## src/rtl/instr_encoder.sv

```systemverilog
// instr_encoder: streaming MIPS instruction encoder / instruction-memory loader.
// Turns symbolic instructions (op_id + operand fields) into 32-bit machine
// words. The words are written one per cycle into sequential instruction-memory
// addresses. The li pseudo-op expands into a single ori, or into a lui/ori pair.
//
// Ports:
//   clk, rst        clock; asynchronous active-high reset
//   clear           synchronous: address counter -> 0, error flags cleared,
//                   any pending li low word dropped
//   in_valid/ready  item handshake; an item is taken when both are high
//   op_id           operation ID (0..31 legal, 32..63 illegal)
//   rs,rt,rd,shamt  register / shift fields
//   imm             immediate (width used depends on the operation)
//   mem_we          one-cycle write strobe per emitted word
//   mem_addr        word address of mem_wdata
//   mem_wdata       encoded instruction (held when mem_we is low)
//   full            last memory word has been written
//   err_illegal     sticky: an illegal op_id was consumed
//   err_overflow    sticky: a two-word li arrived with only one free slot
module instr_encoder #(
    parameter int ADDR_W = 10
) (
    input  logic              clk,
    input  logic              rst,
    input  logic              clear,
    input  logic              in_valid,
    output logic              in_ready,
    input  logic [5:0]        op_id,
    input  logic [4:0]        rs,
    input  logic [4:0]        rt,
    input  logic [4:0]        rd,
    input  logic [4:0]        shamt,
    input  logic [31:0]       imm,
    output logic              mem_we,
    output logic [ADDR_W-1:0] mem_addr,
    output logic [31:0]       mem_wdata,
    output logic              full,
    output logic              err_illegal,
    output logic              err_overflow
);

    typedef enum logic {IDLE = 1'b0, LO = 1'b1} state_t;

    localparam logic [ADDR_W-1:0] LAST_ADDR = {ADDR_W{1'b1}};

    // Single-word encoding for op_id 0..30 (li is expanded separately).
    function automatic logic [31:0] encode(
        input logic [5:0]  op,
        input logic [4:0]  f_rs,
        input logic [4:0]  f_rt,
        input logic [4:0]  f_rd,
        input logic [4:0]  f_sh,
        input logic [31:0] f_imm
    );
        logic [31:0] w;
        case (op)
            6'd0:  w = {6'b000000, f_rs, f_rt, f_rd, 5'd0, 6'b100000};
            6'd1:  w = {6'b000000, f_rs, f_rt, f_rd, 5'd0, 6'b100010};
            6'd2:  w = {6'b000000, f_rs, f_rt, f_rd, 5'd0, 6'b100001};
            6'd3:  w = {6'b000000, f_rs, f_rt, f_rd, 5'd0, 6'b100011};
            6'd4:  w = {6'b000000, f_rs, f_rt, f_rd, 5'd0, 6'b100100};
            6'd5:  w = {6'b000000, f_rs, f_rt, f_rd, 5'd0, 6'b100101};
            6'd6:  w = {6'b000000, f_rs, f_rt, f_rd, 5'd0, 6'b100110};
            // Shifts take their source from rt; rs is forced to zero.
            6'd7:  w = {6'b000000, 5'd0, f_rt, f_rd, f_sh, 6'b000000};
            6'd8:  w = {6'b000000, 5'd0, f_rt, f_rd, f_sh, 6'b000010};
            6'd9:  w = {6'b000000, 5'd0, f_rt, f_rd, f_sh, 6'b000011};
            6'd10: w = {6'b000000, f_rs, f_rt, f_rd, 5'd0, 6'b101010};
            6'd11: w = {6'b000000, f_rs, 15'd0, 6'b001000};
            6'd12: w = {6'b001000, f_rs, f_rt, f_imm[15:0]};
            6'd13: w = {6'b001001, f_rs, f_rt, f_imm[15:0]};
            6'd14: w = {6'b001100, f_rs, f_rt, f_imm[15:0]};
            6'd15: w = {6'b001101, f_rs, f_rt, f_imm[15:0]};
            6'd16: w = {6'b001110, f_rs, f_rt, f_imm[15:0]};
            6'd17: w = {6'b001111, 5'd0, f_rt, f_imm[15:0]};
            6'd18: w = {6'b100011, f_rs, f_rt, f_imm[15:0]};
            6'd19: w = {6'b101011, f_rs, f_rt, f_imm[15:0]};
            6'd20: w = {6'b000100, f_rs, f_rt, f_imm[15:0]};
            6'd21: w = {6'b000101, f_rs, f_rt, f_imm[15:0]};
            6'd22: w = {6'b000010, f_imm[25:0]};
            6'd23: w = {6'b000011, f_imm[25:0]};
            // Custom 011111 group: 10-bit signed offset sits where rd/shamt would.
            6'd24: w = {6'b011111, f_rs, f_rt, f_imm[9:0], 6'b010001};
            6'd25: w = {6'b011111, f_rs, f_rt, f_imm[9:0], 6'b010010};
            6'd26: w = {6'b011111, f_rs, f_rt, f_imm[9:0], 6'b010011};
            6'd27: w = {6'b011111, f_rs, f_rt, f_imm[9:0], 6'b010100};
            6'd28: w = {6'b011111, f_rs, f_rt, f_imm[9:0], 6'b010101};
            6'd29: w = {6'b011111, f_rs, f_rt, f_imm[9:0], 6'b010110};
            6'd30: w = {6'b011111, f_rs, f_rt, f_rd, 5'd0, 6'b011000};
            default: w = 32'd0;
        endcase
        return w;
    endfunction

    state_t              state_q, state_d;
    logic [ADDR_W-1:0]   ptr_q, ptr_d;
    logic [ADDR_W-1:0]   mem_addr_q, mem_addr_d;
    logic [31:0]         mem_wdata_q, mem_wdata_d;
    logic [31:0]         lo_word_q, lo_word_d;
    logic                mem_we_q, mem_we_d;
    logic                full_q, full_d;
    logic                err_illegal_q, err_illegal_d;
    logic                err_overflow_q, err_overflow_d;

    logic                accept;
    logic                is_li;
    logic                li_two;
    logic                last_slot;
    logic                wr_en;
    logic [31:0]         wr_word;

    assign in_ready  = !full_q && (state_q == IDLE) && !clear;
    assign accept    = in_valid && in_ready;
    assign is_li     = (op_id == 6'd31);
    assign li_two    = is_li && (imm[31:16] != 16'd0);
    assign last_slot = (ptr_q == LAST_ADDR);

    // State register
    always_ff @(posedge clk or posedge rst) begin
        if (rst) begin
            state_q <= IDLE;
        end else begin
            state_q <= state_d;
        end
    end

    // Next state: a two-word li that fits moves to LO for exactly one cycle.
    always_comb begin
        state_d = state_q;
        if (clear) begin
            state_d = IDLE;
        end else begin
            case (state_q)
                IDLE:    if (accept && li_two && !last_slot) state_d = LO;
                LO:      state_d = IDLE;
                default: state_d = IDLE;
            endcase
        end
    end

    // Outputs / datapath next values
    always_comb begin
        ptr_d          = ptr_q;
        mem_addr_d     = mem_addr_q;
        mem_wdata_d    = mem_wdata_q;
        lo_word_d      = lo_word_q;
        mem_we_d       = 1'b0;
        full_d         = full_q;
        err_illegal_d  = err_illegal_q;
        err_overflow_d = err_overflow_q;
        wr_en          = 1'b0;
        wr_word        = 32'd0;

        if (clear) begin
            ptr_d          = '0;
            mem_addr_d     = '0;
            full_d         = 1'b0;
            err_illegal_d  = 1'b0;
            err_overflow_d = 1'b0;
        end else if (state_q == LO) begin
            wr_en   = 1'b1;
            wr_word = lo_word_q;
        end else if (accept) begin
            if (op_id[5]) begin
                err_illegal_d = 1'b1;
            end else if (li_two) begin
                // A lui/ori pair must never be split across the end of memory.
                if (last_slot) begin
                    err_overflow_d = 1'b1;
                end else begin
                    wr_en     = 1'b1;
                    wr_word   = {6'b001111, 5'd0, rt, imm[31:16]};
                    lo_word_d = {6'b001101, rt, rt, imm[15:0]};
                end
            end else if (is_li) begin
                wr_en   = 1'b1;
                wr_word = {6'b001101, 5'd0, rt, imm[15:0]};
            end else begin
                wr_en   = 1'b1;
                wr_word = encode(op_id, rs, rt, rd, shamt, imm);
            end
        end

        if (wr_en) begin
            mem_we_d    = 1'b1;
            mem_wdata_d = wr_word;
            mem_addr_d  = ptr_q;
            // The counter parks on the last address; full blocks further input.
            if (last_slot) begin
                full_d = 1'b1;
            end else begin
                ptr_d = ptr_q + 1'b1;
            end
        end
    end

    always_ff @(posedge clk or posedge rst) begin
        if (rst) begin
            ptr_q          <= '0;
            mem_addr_q     <= '0;
            mem_wdata_q    <= 32'd0;
            lo_word_q      <= 32'd0;
            mem_we_q       <= 1'b0;
            full_q         <= 1'b0;
            err_illegal_q  <= 1'b0;
            err_overflow_q <= 1'b0;
        end else begin
            ptr_q          <= ptr_d;
            mem_addr_q     <= mem_addr_d;
            mem_wdata_q    <= mem_wdata_d;
            lo_word_q      <= lo_word_d;
            mem_we_q       <= mem_we_d;
            full_q         <= full_d;
            err_illegal_q  <= err_illegal_d;
            err_overflow_q <= err_overflow_d;
        end
    end

    assign mem_we       = mem_we_q;
    assign mem_addr     = mem_addr_q;
    assign mem_wdata    = mem_wdata_q;
    assign full         = full_q;
    assign err_illegal  = err_illegal_q;
    assign err_overflow = err_overflow_q;

endmodule

```

## config.mk

```make
export PLATFORM = sky130hd
export DESIGN_NAME = instr_encoder
export DESIGN_NICKNAME = d
export VERILOG_FILES = /design/src/rtl/instr_encoder.sv
export SDC_FILE = /design/constraint.sdc
export NUM_CORES = 1
export LEC_CHECK = 0
export CORE_AREA = 4 4 107 109
export CTS_CLUSTER_DIAMETER = 40
export DETAILED_ROUTE_END_ITERATION = 7
export DIE_AREA = 0 0 111 113
export PLACE_DENSITY = 0.84
export SYNTH_ARGS = -nofsm -noshare
export SYNTH_HDL_FRONTEND = slang
export SYNTH_SLANG_ARGS = --single-unit
```

## constraint.sdc

```tcl
create_clock -name clk -period 2.48 [get_ports clk]
set_input_delay 0.372 -clock clk [delete_from_list [all_inputs] [get_ports clk]]
set_output_delay 0.372 -clock clk [all_outputs]
set_load 0.05 [all_outputs]
```

---- Yosys cells after proc, flatten, opt, wreduce, memory -nomap -nowiden ----
Cells that the tools add are included.
operators by class
  bitwise operators ....................... 4
  add/sub/neg operators ................... 1
  equality and inequality tests ........... 34
  muxes and demuxes ....................... 36
  reductions and logical operators ........ 19
operators by type and width
  operator                                                                number
  32-bit case mux with 31 select lines                                    1
  32-bit two-way mux                                                      6
  6-bit by 5-bit equality test with 1-bit output (second input constant)  16
  10-bit two-way mux                                                      5
  6-bit by 4-bit equality test with 1-bit output (second input constant)  8
  30-bit two-way mux                                                      1
  6-bit by 3-bit equality test with 1-bit output (second input constant)  4
  1-bit two-way mux                                                       22
  16-bit nonzero test                                                     1
  6-bit by 2-bit equality test with 1-bit output (second input constant)  2
  10-bit by 1-bit adder with 10-bit output (second input constant)        1
  10-bit equality test (second input constant)                            1
  2-bit nonzero test                                                      5
  6-bit by 1-bit equality test with 1-bit output (second input constant)  1
  1-bit logical AND                                                       6
  6-bit zero test                                                         1
  6-bit AND reduction                                                     1
  5-bit AND reduction                                                     1
  2-bit inequality test (second input constant)                           2
  1-bit NOT                                                               4
  1-bit zero test                                                         3
  3-bit AND reduction                                                     1
  1-bit case mux with 2 select lines                                      1
storage, ports and cells
  flip-flop bits (word level) ............. 84
  bits of input ports ..................... 62
  logic and storage cells ................. 103

---- Longest topological paths before layout ----
  depth in word-level cells ............... 9
  gate-level depth with buffers ........... 10
  gate-level depth less buffers ........... 7

---- Least setup slack after synthesis ----
No wires, ideal clock.
  kind .................................... register to register
  from .................................... register full_q, in the netlist full
  to ...................................... register mem_wdata_q[16], in the netlist mem_wdata[16]
  arrival ................................. 3.093 ns
  setup slack ............................. -0.734 ns
  path buffers ............................ 1
  data required time ...................... 2.359 ns
  stages on the path, launching flop included .. 7
  cell sequence ........................... dfrtp_1 > nor3_1 > a21oi_1 > nor2_1 > clkbuf_1 > nand3_1 > o22a_1
between the ends
  cells in the longest elaborated chain, start to end .. 7
  elaborated cells on any way between the ends .. 10
  those cells by class .................... mux: 6; reduce/logical: 4
RTL lines
  what                                                     line  RTL
  from (decl)                                              101   logic full_q, full_d;
  from (signal assigned)                                   213   full_q <= full_d;
  1-bit zero test (*)                                      112   assign in_ready = !full_q && (state_q == IDLE) && !clear;
  1-bit logical AND (*) (2 in a row)                       112
  net in_ready                                             27    output logic in_ready,
  1-bit logical AND (*)                                    113   assign accept = in_valid && in_ready;
  32-bit two-way mux or 1-bit two-way mux (tied branches)  163   end else if (accept) begin
  32-bit two-way mux or 1-bit two-way mux (tied branches)  160   end else if (state_q == LO) begin
  32-bit two-way mux or 1-bit two-way mux (tied branches)  154   if (clear) begin
  to (signal assigned)                                     210   mem_wdata_q <= mem_wdata_d;
  to (decl)                                                98    logic [31:0] mem_wdata_q, mem_wdata_d;
The timed path passes the listed nets; every way through them passes the cells marked *.
A chain may end at the register's enable or synchronous reset.

---- Worst setup path after layout ----
  from .................................... register ptr_q[1]
  to ...................................... register mem_wdata_q[16], in the netlist mem_wdata[16]
between the ends
  cells in the longest elaborated chain, start to end .. 7
  elaborated cells on any way between the ends .. 13
  those cells by class .................... eq/ne: 1; mux: 12
RTL lines
  what                                                     line  RTL
  from (decl)                                              96    logic [ADDR_W-1:0] ptr_q, ptr_d;
  from (signal assigned)                                   208   ptr_q <= ptr_d;
  10-bit equality test (*)                                 116   assign last_slot = (ptr_q == LAST_ADDR);
  30-bit two-way mux or 1-bit two-way mux (tied branches)  168   if (last_slot) begin
  32-bit two-way mux or 1-bit two-way mux (tied branches)  166   end else if (li_two) begin
  32-bit two-way mux or 1-bit two-way mux (tied branches)  164   if (op_id[5]) begin
  32-bit two-way mux or 1-bit two-way mux (tied branches)  163
  32-bit two-way mux or 1-bit two-way mux (tied branches)  160
  32-bit two-way mux or 1-bit two-way mux (tied branches)  154
Every way passes the cells marked *; elsewhere a longest branch is shown, timed or not.

==> results by group <==
Status
  – Status: finished, final reports clean

Detailed routing
  – Avg WL per Cell: 20.4 um
  – Routed wire length: 16.1 mm
  – TritonRoute pass-1 iters: 6
  – DRC viols: 0
  – DR iter-0 viols: 393
  – Vias per Instance: 6.14
  – Routed Antenna Nets: 0
  – Vias: 4,826

Power and ir drop
  – Power per cell area: 579 nW/um^2
  – Post-layout total power: 3.78 mW
  – Peak supply drop: 300 uV
  – Lkg Pwr: 2.68 nW

Yosys
  – Register area share after synthesis: 42.9%
  – Ys flop type: dfrtp_1
  – Count of cell types in the netlist: 64
  – Synth top area cells: dfrtp_1 43%, mux2_2 5.4%, a21oi_1 3.9%, a31oi_1 3.7%, nand2_1 3.6%
  – Yosys top cell area share: 42.9%
  – Syn avg cell area: 9.37 sq um
  – Mapped Nets: 555
  – Post-synth EDFFs: 0
  – Synth Instances: 492
  – Warnings, synthesis: 0
  – Seq cells post-synth: 79
  – Post-synth top area cell: dfrtp_1
  – Synthesized area: 4610 sq um
  – Async SR Flop Fraction: 100%

Floorplan
  – Std-Cell Core Area: 10,600 sq um
  – Die H: 113 um
  – Die area: 12,500 sq um
  – Io pins: 109
  – Die span in x: 111 um
  – Initial Util: 43.5%
  – Row count: 38

Layout
  – Area grow syn2layout: 41.7%
  – Fillers: 899
  – Ratio of cells with drive above 1 in the final layout: 19.0%
  – # diodes: 0
  – Non-Filler Instances: 786
  – Nets@finish: 704

STA
  – Unrepaired setup endpoints after global routing: no
  – Fmax: 0.419 GHz
  – Max Clock Skew: 0.00873 ns
  – Setup ws final: 0.0939 ns
  – Min cycle time layout: 2.39 ns
  – Setup-failing EPs final: 0
  – Worst Hold Slack: 0.393 ns
  – Hold Vio Cnt, Final: 0
  – Slew @ Worst Pin: 0.682 ns
  – Final Max Tran Viols: 0
  – Relative slew slack: 54.6%
  – Period Utilization, post-route: 96.2%

Global route
  – Pin count of the biggest net entering global routing: 30
  – GRT Total Usage: 25.5%
  – Grt ovf: 0
  – First-pass GRT wire length: 25.5 mm
  – Vias in the first global route: 4,908
  – Initial antenna violation count: 0

Place
  – GP Congestion: 0.943
  – Inst Count DP: 769
  – Port buffer count: 108
  – Pre-CTS setup slack: -0.231 ns
  – Detail Placement HPWL: 12.2 mm

Worst setup path
  – Arr. time, crit path: 2.65 ns
  – CP Max Fanout: 11
  – CP Launch Type: register
  – CP Capture Type: register
  – Critical Path RT: 2.74 ns
  – Critical path type: reg2reg

Clock network
  – CTS tree: built
  – Clock sink count: 79
  – Max clock buf depth: 2
  – CTS buffer count: 9
  – Cts hold-fix bufs: 0
  – CTS Root Cell: clkbuf_8
  – Htree depth: 3
  – Worst skew pair latency: 0.37 ns
  – Clock transition at the registers of the reported paths: 0.09 ns

Job
  – Max-Cap Viols: 0

Hold path
  – Hold WC Path Type: in2async
## synth_stat cells, types with 4 or more instances
cell type  number
nor2_1         14
o2111ai_1       5
buf_1           4
xnor2_1         6
a22o_1         13
nand2b_1        9
o22a_1          5
nor2b_1         5
inv_1           8
buf_2           7
o211ai_1        5
nand4_1         8
a222oi_1        5
a221o_1         8
dfrtp_1        79
a211oi_1        6
o311ai_0        4
nand3b_1        6
mux2_2         22
nor4_1          8
a31oi_1        27
a21oi_1        36
nand3_1        20
nor3_1         12
a211o_1        13
nand2_1        44
o21ai_0        19
clkbuf_1       31
nor4b_1         6
and2_1         10
## final timing paths
check	cells after the start	to	from	slack [ns]
min in group clk	1	lo_word_q[26]	lo_word_q[26]	0.50
max in group asynchronous	3	mem_wdata[12]	rst	1.54
max	8	mem_wdata[16]	ptr_q[1]	0.09
min	2	lo_word_q[15]	rst	0.39
max reg2reg	8	mem_wdata[16]	ptr_q[1]	0.09
min reg2reg	1	lo_word_q[26]	lo_word_q[26]	0.50
## layout by cell type, fill, tap and decap left out, types with 7 or more instances in the layout
master / Yosys / final
clkdlybuf4s50_1: 0 / 107
dfrtp_1: 79 / 79
buf_4: 1 / 71
nand2_1: 44 / 44
a21oi_1: 36 / 36
a31oi_1: 27 / 27
mux2_2: 22 / 22
nand3_1: 20 / 20
o21ai_0: 19 / 19
nor2_1: 14 / 14
a22o_1: 13 / 13
a211o_1: 13 / 13
nor3_1: 12 / 11
and2_1: 10 / 10
clkbuf_8: 0 / 10
nand2b_1: 9 / 9
nand4_1: 8 / 8
a221o_1: 8 / 8
nor4_1: 8 / 7
inv_1: 8 / 7
## registers in the layout (all words and copies together), names as in the netlist
register      count
err_illegal       1
state_q           1
mem_we            1
mem_wdata        32
err_overflow      1
ptr_q            10
full              1
lo_word_q        22
mem_addr         10
## per-layer routing
metal / GRT usage [%] / vias up / wire (um)
li1: - / 2190 / -
met1: 31.5 / 2322 / 6350
met2: 44.3 / 259 / 7930
met3: 2.89 / 55 / 1160
met4: 13.0 / 0 / 608
met5: 0 / - / 0
## cell type report
class                   instances  area, sq um  share of cell area (%)
multi-input cells             360         2440                    37.3
clock buffers                  11          141                    2.16
clock inverters                 5         86.3                    1.32
well taps                     140          175                    2.68
inverters                       9         33.8                   0.517
repair buffers                182         1680                    25.8
flip-flops and latches         79         1980                    30.3
## through the flow
| stage | area, sq um | TNS, ns | util (%) |
|---|---|---|---|
| after floorplan | 4620 | 0 | - |
| after global placement | 6290 | -5.23 | 59.3 |
| after detailed placement | 6290 | -8.63 | 59.3 |
| after CTS | 6520 | 0 | 61.5 |
| after global routing | 6540 | 0 | 61.6 |
| final | 6540 | 0 | 61.6 |
## worst max-delay path, cell delays in order (launching register included)
cell and delay [ns]:
dfrtp_1 0.40, ha_1 0.22, nand4_1 0.15, or3_4 0.45, or4_4 0.49, nand2_4 0.10, inv_2 0.07, buf_4 0.19
o22a_1 0.20
## power breakdown
part / internal (mW) / switching [mW]
clock: 0.606 / 0.519
combinational: 0.456 / 0.704
sequential: 1.41 / 0.0831
total: 2.48 / 1.31
## timing repair
item | in CTS | in global routing
endpoints found under the setup margin | 0 | 27
setup buffers | 0 | 1
gates resized for setup | 0 | 2
## cell families (layout without fill, tap and decap cells)
logic type	Yosys count	after routing	share of synthesized area [%]
DFF	79	79	42.9
adders and majority gates	1	1	0.271
muxes	23	23	5.59
and+or+nand+nor	159	159	18.8
xor gates and xnor gates	7	7	1.33
AOI/OAI and AO/OA	170	170	26.4
buffers and inverters	53	207	4.75
No activity file was read; power rests on OpenSTA's default activity.
